### config.mk
export PLATFORM = sky130hd
export DESIGN_NAME = gray_count_monitor
export DESIGN_NICKNAME = d
export VERILOG_FILES = /design/src/rtl/gray_count_monitor.sv
export SDC_FILE = /design/constraint.sdc
export NUM_CORES = 1
export LEC_CHECK = 0
export BUFFER_PORTS_ARGS = -buffer_cell sky130_fd_sc_hd__clkbuf_2
export CORE_UTILIZATION = 49
export CTS_BUF_LIST = sky130_fd_sc_hd__clkbuf_4
export DETAILED_ROUTE_END_ITERATION = 8
export PLACE_DENSITY = 0.75
export SYNTH_ARGS = -nofsm -noshare
export SYNTH_HDL_FRONTEND = slang
export SYNTH_SLANG_ARGS = --single-unit
### constraint.sdc
create_clock -name i_clk -period 2.1 [get_ports i_clk]
set_input_delay 0.42 -clock i_clk [delete_from_list [all_inputs] [get_ports i_clk]]
set_output_delay 0.42 -clock i_clk [all_outputs]
set_load 0.005 [all_outputs]
### src/rtl/gray_count_monitor.sv
// Gray-count monitor: synchronises an asynchronous gray count, decodes it to binary
// and flags +1 / -1 / wrap steps plus a sticky multi-bit-change error.
module gray_count_monitor #(
    parameter int N = 4
) (
    input  logic         i_clk,
    input  logic         i_reset,
    input  logic [N-1:0] i_gray,
    input  logic         i_clear_err,
    output logic [N-1:0] o_bin_count,
    output logic         o_valid,
    output logic         o_inc,
    output logic         o_dec,
    output logic         o_wrap,
    output logic         o_step_err
);

    function automatic logic [N-1:0] g2b(input logic [N-1:0] g);
        logic [N-1:0] b;
        b[N-1] = g[N-1];
        for (int k = N - 2; k >= 0; k--) begin
            b[k] = g[k] ^ b[k+1];
        end
        return b;
    endfunction

    function automatic logic [N-1:0] b2g(input logic [N-1:0] b);
        return b ^ (b >> 1);
    endfunction

    // More than one bit set iff clearing the lowest set bit leaves something.
    function automatic logic multi_bit(input logic [N-1:0] x);
        return (x & (x - N'(1))) != '0;
    endfunction

    logic [N-1:0] s1_q, s1_d;
    logic [N-1:0] s2_q, s2_d;
    logic [N-1:0] bin_q, bin_d;
    logic [1:0]   fill_q, fill_d;
    logic         valid_q, valid_d;
    logic         inc_q, inc_d;
    logic         dec_q, dec_d;
    logic         wrap_q, wrap_d;
    logic         err_q, err_d;
    logic         cmp;
    logic         step_bad;
    logic [N-1:0] diff;

    always_comb begin
        s1_d     = i_gray;
        s2_d     = s1_q;
        bin_d    = g2b(s2_q);
        fill_d   = (fill_q == 2'd3) ? 2'd3 : fill_q + 2'd1;
        valid_d  = (fill_d == 2'd3);
        // Only compare once o_bin_count already holds a real decoded sample.
        cmp      = (fill_q == 2'd3);
        diff     = bin_d - bin_q;
        inc_d    = cmp && (diff == N'(1));
        dec_d    = cmp && (diff == {N{1'b1}});
        wrap_d   = cmp && (diff == N'(1)) && (bin_q == {N{1'b1}});
        step_bad = cmp && multi_bit(s2_q ^ b2g(bin_q));
        err_d    = step_bad | (err_q & ~i_clear_err);
    end

    always_ff @(posedge i_clk or posedge i_reset) begin
        if (i_reset) begin
            s1_q    <= '0;
            s2_q    <= '0;
            bin_q   <= '0;
            fill_q  <= 2'd0;
            valid_q <= 1'b0;
            inc_q   <= 1'b0;
            dec_q   <= 1'b0;
            wrap_q  <= 1'b0;
            err_q   <= 1'b0;
        end else begin
            s1_q    <= s1_d;
            s2_q    <= s2_d;
            bin_q   <= bin_d;
            fill_q  <= fill_d;
            valid_q <= valid_d;
            inc_q   <= inc_d;
            dec_q   <= dec_d;
            wrap_q  <= wrap_d;
            err_q   <= err_d;
        end
    end

    assign o_bin_count = bin_q;
    assign o_valid     = valid_q;
    assign o_inc       = inc_q;
    assign o_dec       = dec_q;
    assign o_wrap      = wrap_q;
    assign o_step_err  = err_q;

endmodule

==> results of run 1 <==
==> state kept, by name, summed over array words and instances, names as in the netlist <==
name         flops
o_valid          1
o_bin_count      4
fill_q           2
o_step_err       1
o_wrap           1
o_inc            1
s2_q             4
s1_q             4
o_dec            1
==> worst max-delay path, delay by kind of cell, from the launching register on <==
family          cells  cell delay [ns]
compound gates      1             0.14
simple gates        2             0.26
flops               1             0.42
xor+xnor            4             0.71
fa+ha+maj           2             0.56
==> final timing paths <==
path | from | end | slack, ns | cells after the start
hold reg to reg | s1_q[0]$_DFF_PP0_ | s2_q[0]$_DFF_PP0_ | 0.36 | 0
setup reg to reg | s2_q[2]$_DFF_PP0_ | o_wrap$_DFF_PP0_ | -0.07 | 9
hold / removal | i_reset | s2_q[1]$_DFF_PP0_ | 0.19 | 2
setup / recovery | s2_q[2]$_DFF_PP0_ | o_wrap$_DFF_PP0_ | -0.07 | 9
max in group asynchronous | i_reset | fill_q[1]$_DFF_PP0_ | 1.49 | 2
min in group i_clk | i_gray[0] | s1_q[0]$_DFF_PP0_ | 0.23 | 1
==> routing by layer <==
layer	global-route usage	vias up
li1	-	250
met1	0.1913	236
met2	0.3000	12
met3	0.02609	2
met4	0.09677	0
met5	0	-
==> final cells by class <==
| class | count | area, um^2 |
|---|---|---|
| clock buffer | 3 | 22.52 |
| tap | 15 | 18.77 |
| clock inverter | 1 | 5.005 |
| inverter | 6 | 22.52 |
| sequential | 19 | 475.5 |
| fill | 111 | 389.1 |
| timing repair buffer | 23 | 135.1 |
| multi-input combinational | 35 | 314.1 |
==> timing repair <==
item | 4_1_cts | 5_1_grt
cloned | 0 | 0
endpoints found under the setup margin | 3 | 3
gates resized for setup | 1 | 2
setup buffers | 2 | 1
pin swaps | 6 | 3
==> kinds of logic after synthesis <==
group | count (synthesis) | synth area share
buffers and inverters | 7 | 0.03386
and+or+nand+nor | 14 | 0.1016
adders and majority gates | 6 | 0.1065
DFF | 19 | 0.6129
AOI/OAI and AO/OA | 6 | 0.04355
xor gates and xnor gates | 9 | 0.1016
==> report_power, final <==
part	leakage, nW	switching (mW)	total (mW)	internal (mW)
Sequential	0.217	0.0226	0.420	0.398
Combinational	0.260	0.135	0.289	0.153
Clock	0.0177	0.105	0.176	0.0707
Total	0.495	0.263	0.885	0.622
==> Yosys cell counts <==
| master | count | area (um^2) |
|---|---|---|
| nor3_1 | 2 | 10.01 |
| or2_2 | 1 | 6.260 |
| or3_1 | 1 | 6.260 |
| nand4_1 | 1 | 6.260 |
| nand2b_1 | 1 | 6.260 |
| a21oi_1 | 3 | 15.01 |
| nand2_1 | 1 | 3.750 |
| o22ai_1 | 1 | 6.260 |
| nand3b_1 | 1 | 7.510 |
| inv_1 | 6 | 22.52 |
| nand3_1 | 2 | 10.01 |
| xnor2_1 | 6 | 52.55 |
| nor2_1 | 1 | 3.750 |
| nor2b_1 | 2 | 12.51 |
| and3_1 | 1 | 6.260 |
| dfrtp_1 | 19 | 475.5 |
| clkbuf_1 | 1 | 3.750 |
| o21a_1 | 1 | 7.510 |
| xor2_1 | 3 | 26.28 |
| ha_1 | 5 | 62.56 |
| o21ai_0 | 1 | 5.000 |
| fa_1 | 1 | 20.02 |
==> through the flow <==
step | utilization | TNS (ns) | power (mW) | cell area [um^2] | setup slack [ns]
floorplan | - | 0 | 0.5841 | 798.3 | 0.01077
global placement | 0.6697 | -0.03463 | 0.6547 | 925.9 | -0.01743
detailed placement | 0.6697 | -0.2663 | 0.6690 | 925.9 | -0.1176
CTS | 0.7041 | -0.08011 | 0.8697 | 973.4 | -0.04247
global route | 0.7186 | -0.5015 | 0.9416 | 993.5 | -0.1901
finish | 0.7186 | -0.1445 | 0.8849 | 993.5 | -0.06806
==> flow_summary.toml, run 1 <==
[run_status]
status = "finished, violations left"
violations = "setup timing"

[drt]
wl_met2_um = 655
wl_met3_um = 45
vias = 500
drc = 0
drt-initial-drc-count = 3
firstDrtPassIters = 4
totalWireLength_um = 1210
ant_nets = 0
viasPerCell = 4.902
wl_met1_um = 495
routed.top_layer = "met4"
post_drt_wl_per_cell_um = 11.86

[floorplanning]
rows = 13
die_h_um = 41.79
dieArea_um2 = 1746
die_w_um = 41.79
core_area_um2 = 1383
start_util = 0.5611
io_pins = 16

[worst_setup_path]
slowest_delay_ns = 0.42
startpoint_type = "flip-flop"
crit_path_end_kind = "flip-flop"
cp.arrival_ns = 2.38
path_class = "reg -> reg"
path_cells = "xor2_2 -> xnor2_2 -> xor2_1 -> ha_2 -> fa_2 -> xor2_2 -> nor2b_4 -> nand4_1 -> a21oi_1"
cp_max_fo = 3
required_ns = 2.32
worst_path_most_repeated_cell = "xor2_2"
slowest_stage = "dfrtp_1"

[global_routing]
grt_overflow = 0
grt_max_degree = 20
grt_pass1_wl_um = 2187
antenna_found_initial = 0
grt_pass1_vias = 532
track_usage = 0.1694

[run]
cap_violations = 0

[timing]
tightestPinTransition_ns = 0.6647
max_slew_margin = 0.5564
fin_crit_sh = 1.032
fmax_mhz = 461.2
drv_slew = 0
worst_slack_ns = -0.06806
worst_clock_skew_ns = 0.001271
hold_viol = 0
rsz0062_at_grt = "yes"
setup_viol = 3
fin_crit_ns = 2.168
hold_ws_ns = 0.1899

[finish]
diodes = 0
final_common_cell = "dfrtp_1"
final_cells = 102
areaGrowthSynthToFinish_pct = 28.06
drive_gt1_frac = 0.4023
nets = 101
mostFrequentLayoutCells = "19 x dfrtp_1, 15 x clkbuf_2, 8 x buf_4"

[synthesis]
ys_warn_count = 0
syn_nets = 74
synth_area_per_cell_um2 = 12.72
netlist_instances = 61
ys_seq_area_frac = 0.6129
synthesis.area_um2 = 775.7
ys_ff_latch = 19
ys_types = 22

[clocking]
cts_tree = "built"
cts-root-buf = "clkbuf_4"
clk_pin_slew_ns = 0.10
numCtsBuffers = 3
worstSkewPairLatency_ns = 0.29
cts-htree-levels = 1
clock-sinks = 19
cts_hold_buf = 0
clock_path_buffers = 2

[placed_design]
dpl.hpwl_um = 943.2
gp_congestion = 0.7603
dp.cells = 95
io_buffers = 15

[power_and_ir_drop]
power_density_nw_per_um2 = 890.7
ir_worst_vdd_uv = 473.6
p_leak_nw = 0.4949

[hold_path]
hold_path.class = "in -> async"
(Power assumes the default switching activity.)
==> run 2, diff against run 1 <==
==> config.mk (replaced) <==
export PLATFORM = sky130hd
export DESIGN_NAME = gray_count_monitor
export DESIGN_NICKNAME = d
export VERILOG_FILES = /design/src/rtl/gray_count_monitor.sv
export SDC_FILE = /design/constraint.sdc
export NUM_CORES = 1
export LEC_CHECK = 0
export CORE_UTILIZATION = 55
export CTS_BUF_LIST = sky130_fd_sc_hd__clkbuf_4
export CTS_CLUSTER_SIZE = 28
export DETAILED_ROUTE_END_ITERATION = 8
export DONT_BUFFER_PORTS = 1
export PLACE_DENSITY = 0.73
export SYNTH_ARGS = -nofsm -noshare
export SYNTH_HDL_FRONTEND = slang
export SYNTH_SLANG_ARGS = --single-unit
==> run 2 against run 1 <==
Effect of this change:
- the flow still finishes with violations (setup timing)
- first-iteration DRC count grew 67%
- register-to-register slack worse by 0.04 ns
- die area fell by 10%
- total power rose by 5.1%
- hold slack got worse by 0.091 ns
- count of clock-buffer cells in the layout unchanged
- critical path depth fell by 1
- non-clock buffer count decreased by 8
- via count increased by 3.8%
- sequential cell count is the same
- fmax shrank 1.7%
- critical path type unchanged
- highest routed layer unchanged
==> flow_summary.toml, run 2 (synthesized netlist as in run 1, its figures left out) <==
[timing]
drv_slew = 0
fmax_mhz = 453.6
setup_viol = 3
worst_clock_skew_ns = 0.002701
tightestPinTransition_ns = 0.6850
rsz0062_at_grt = "yes"
fin_crit_ns = 2.205
fin_crit_sh = 1.050
worst_slack_ns = -0.1048
max_slew_margin = 0.5428
hold_viol = 0

[finish]
regArea_um2 = 475.5
mostFrequentLayoutCells = "19 x dfrtp_1, 14 x buf_4, 5 x inv_1, 5 x xnor2_1, 4 x ha_1"
design_area_um2 = 984.7
nets = 93
areaGrowthSynthToFinish_pct = 26.94
diodes = 0
final_common_cell = "dfrtp_1"
fillers = 79
drive_gt1_frac = 0.3797
multiInputGateArea_um2 = 324.1

[worst_setup_path]
crit_path_end_kind = "flip-flop"
path_class = "reg -> reg"
startpoint_type = "flip-flop"
cp.arrival_ns = 2.40
required_ns = 2.30
cp_max_fo = 3
ff2ff_path_depth = 8

[clocking]
cts_tree = "built"
numCtsBuffers = 3
worstSkewPairLatency_ns = 0.30
clock_path_buffers = 2
cts-root-buf = "clkbuf_4"
clk_pin_slew_ns = 0.11
clock-sinks = 19
cts-htree-levels = 1

[power_and_ir_drop]
ir_worst_vdd_uv = 642.6
power_density_nw_per_um2 = 944.4
power_frac_clock = 0.199
p_leak_nw = 0.4650
total_power_uw = 930.0
intPower_uw = 643.3
p_sw_frac = 0.3083
pwr-share-comb = 0.342
pwr-share-seq = 0.459
p_sw_uw = 286.7

[run_status]
status = "finished, violations left"
violations = "setup timing"

[drt]
post_drt_wl_per_cell_um = 15.35
firstDrtPassIters = 4
drc = 0
drt-initial-drc-count = 5
vias = 519
viasPerCell = 5.521
totalWireLength_um = 1443
ant_nets = 0

[placed_design]
place_area_um2 = 850.8
io_buffers = 0
gp_congestion = 0.7650
dpl.hpwl_um = 866

[floorplanning]
die_h_um = 39.56
core_area_um2 = 1301
io_pins = 16
dieArea_um2 = 1565
start_util = 0.5962
rows = 13
die_w_um = 39.56

[global_routing]
grt_overflow = 0
grt_max_degree = 20
antenna_found_initial = 0
track_usage = 0.2363
grt_pass1_wl_um = 2235
grt_pass1_vias = 525

[hold_path]
hold_path.class = "in -> async"

[run]
cap_violations = 0
## run 2: changes by cell type in the layout (fill, tap and decap cells not counted)
cell / previous run / this run
clkbuf_2: 15 / 0
buf_4: 8 / 14
and3_1: 1 / 0
and3_4: 0 / 1
buf_6: 0 / 1
inv_1: 6 / 5
inv_2: 0 / 1
o21ai_0: 1 / 0
o21ai_1: 0 / 1
or3_1: 1 / 0
or3_4: 0 / 1
## run 2: power by group through the flow
stage,sequential [mW],clock (mW),combinational (mW)
3_5_place_dp,0.434,0,0.202
5_1_grt,0.433,0.203,0.341
2_1_floorplan,0.429,0,0.155
3_3_place_gp,0.432,0,0.195
6_report,0.427,0.185,0.318
4_1_cts,0.427,0.183,0.297
## run 2: cell type report
class,instances,area share
Timing Repair Buffer,15,0.1182
Inverter,6,0.02287
Clock buffer,3,0.02287
Clock inverter,1,0.005083
Tap cell,15,0.01906
Sequential cell,19,0.4828
Multi-Input combinational cell,35,0.3291
## run 2: layer usage
layer | track usage | wire (um) | vias to the layer above
li1 | - | - | 232
met1 | 0.2604 | 573 | 248
met2 | 0.3566 | 697 | 26
met3 | 0.03409 | 59 | 13
met4 | 0.2759 | 112 | 0
met5 | 0 | 0 | -
## run 2: stage by stage
step	util	hold WS (ns)	cells	setup TNS [ns]	setup slack [ns]
2_1_floorplan	-	0.3312	61	0	0.01077
3_3_place_gp	0.6538	0.3332	80	-0.1124	-0.05758
3_5_place_dp	0.6538	0.3378	80	-0.2448	-0.1200
4_1_cts	0.7510	0.1317	93	-0.07277	-0.04948
5_1_grt	0.7567	0.1176	94	-0.6063	-0.2109
6_report	0.7567	0.09926	94	-0.2197	-0.1048
## run 2: final timing paths
kind | start | endpoint | slack [ns]
max | s2_q[3]$_DFF_PP0_ | o_dec$_DFF_PP0_ | -0.10
min | i_reset | s2_q[1]$_DFF_PP0_ | 0.1
max reg2reg | s2_q[3]$_DFF_PP0_ | o_dec$_DFF_PP0_ | -0.10
min reg2reg | s1_q[1]$_DFF_PP0_ | s2_q[1]$_DFF_PP0_ | 0.37
max in group asynchronous | i_reset | o_bin_count[1]$_DFF_PP0_ | 1.57
min in group i_clk | i_gray[3] | s1_q[3]$_DFF_PP0_ | 0.14
## run 2: timing repair
| item | CTS | global route |
|---|---|---|
| setup buffers | 9 | 2 |
| resized for setup | 6 | 2 |
| pin swaps | 8 | 0 |
| hold buffers | 0 | 0 |
| setup endpoints to repair | 3 | 4 |
## run 2: worst max-delay path: stages, from the launching register on
cell     delay, ns
dfrtp_1       0.43
xor2_2        0.20
xnor2_2       0.22
xor2_1        0.24
ha_2          0.24
nor2b_1       0.05
o21a_1        0.20
or3_4         0.35
and3_4        0.19
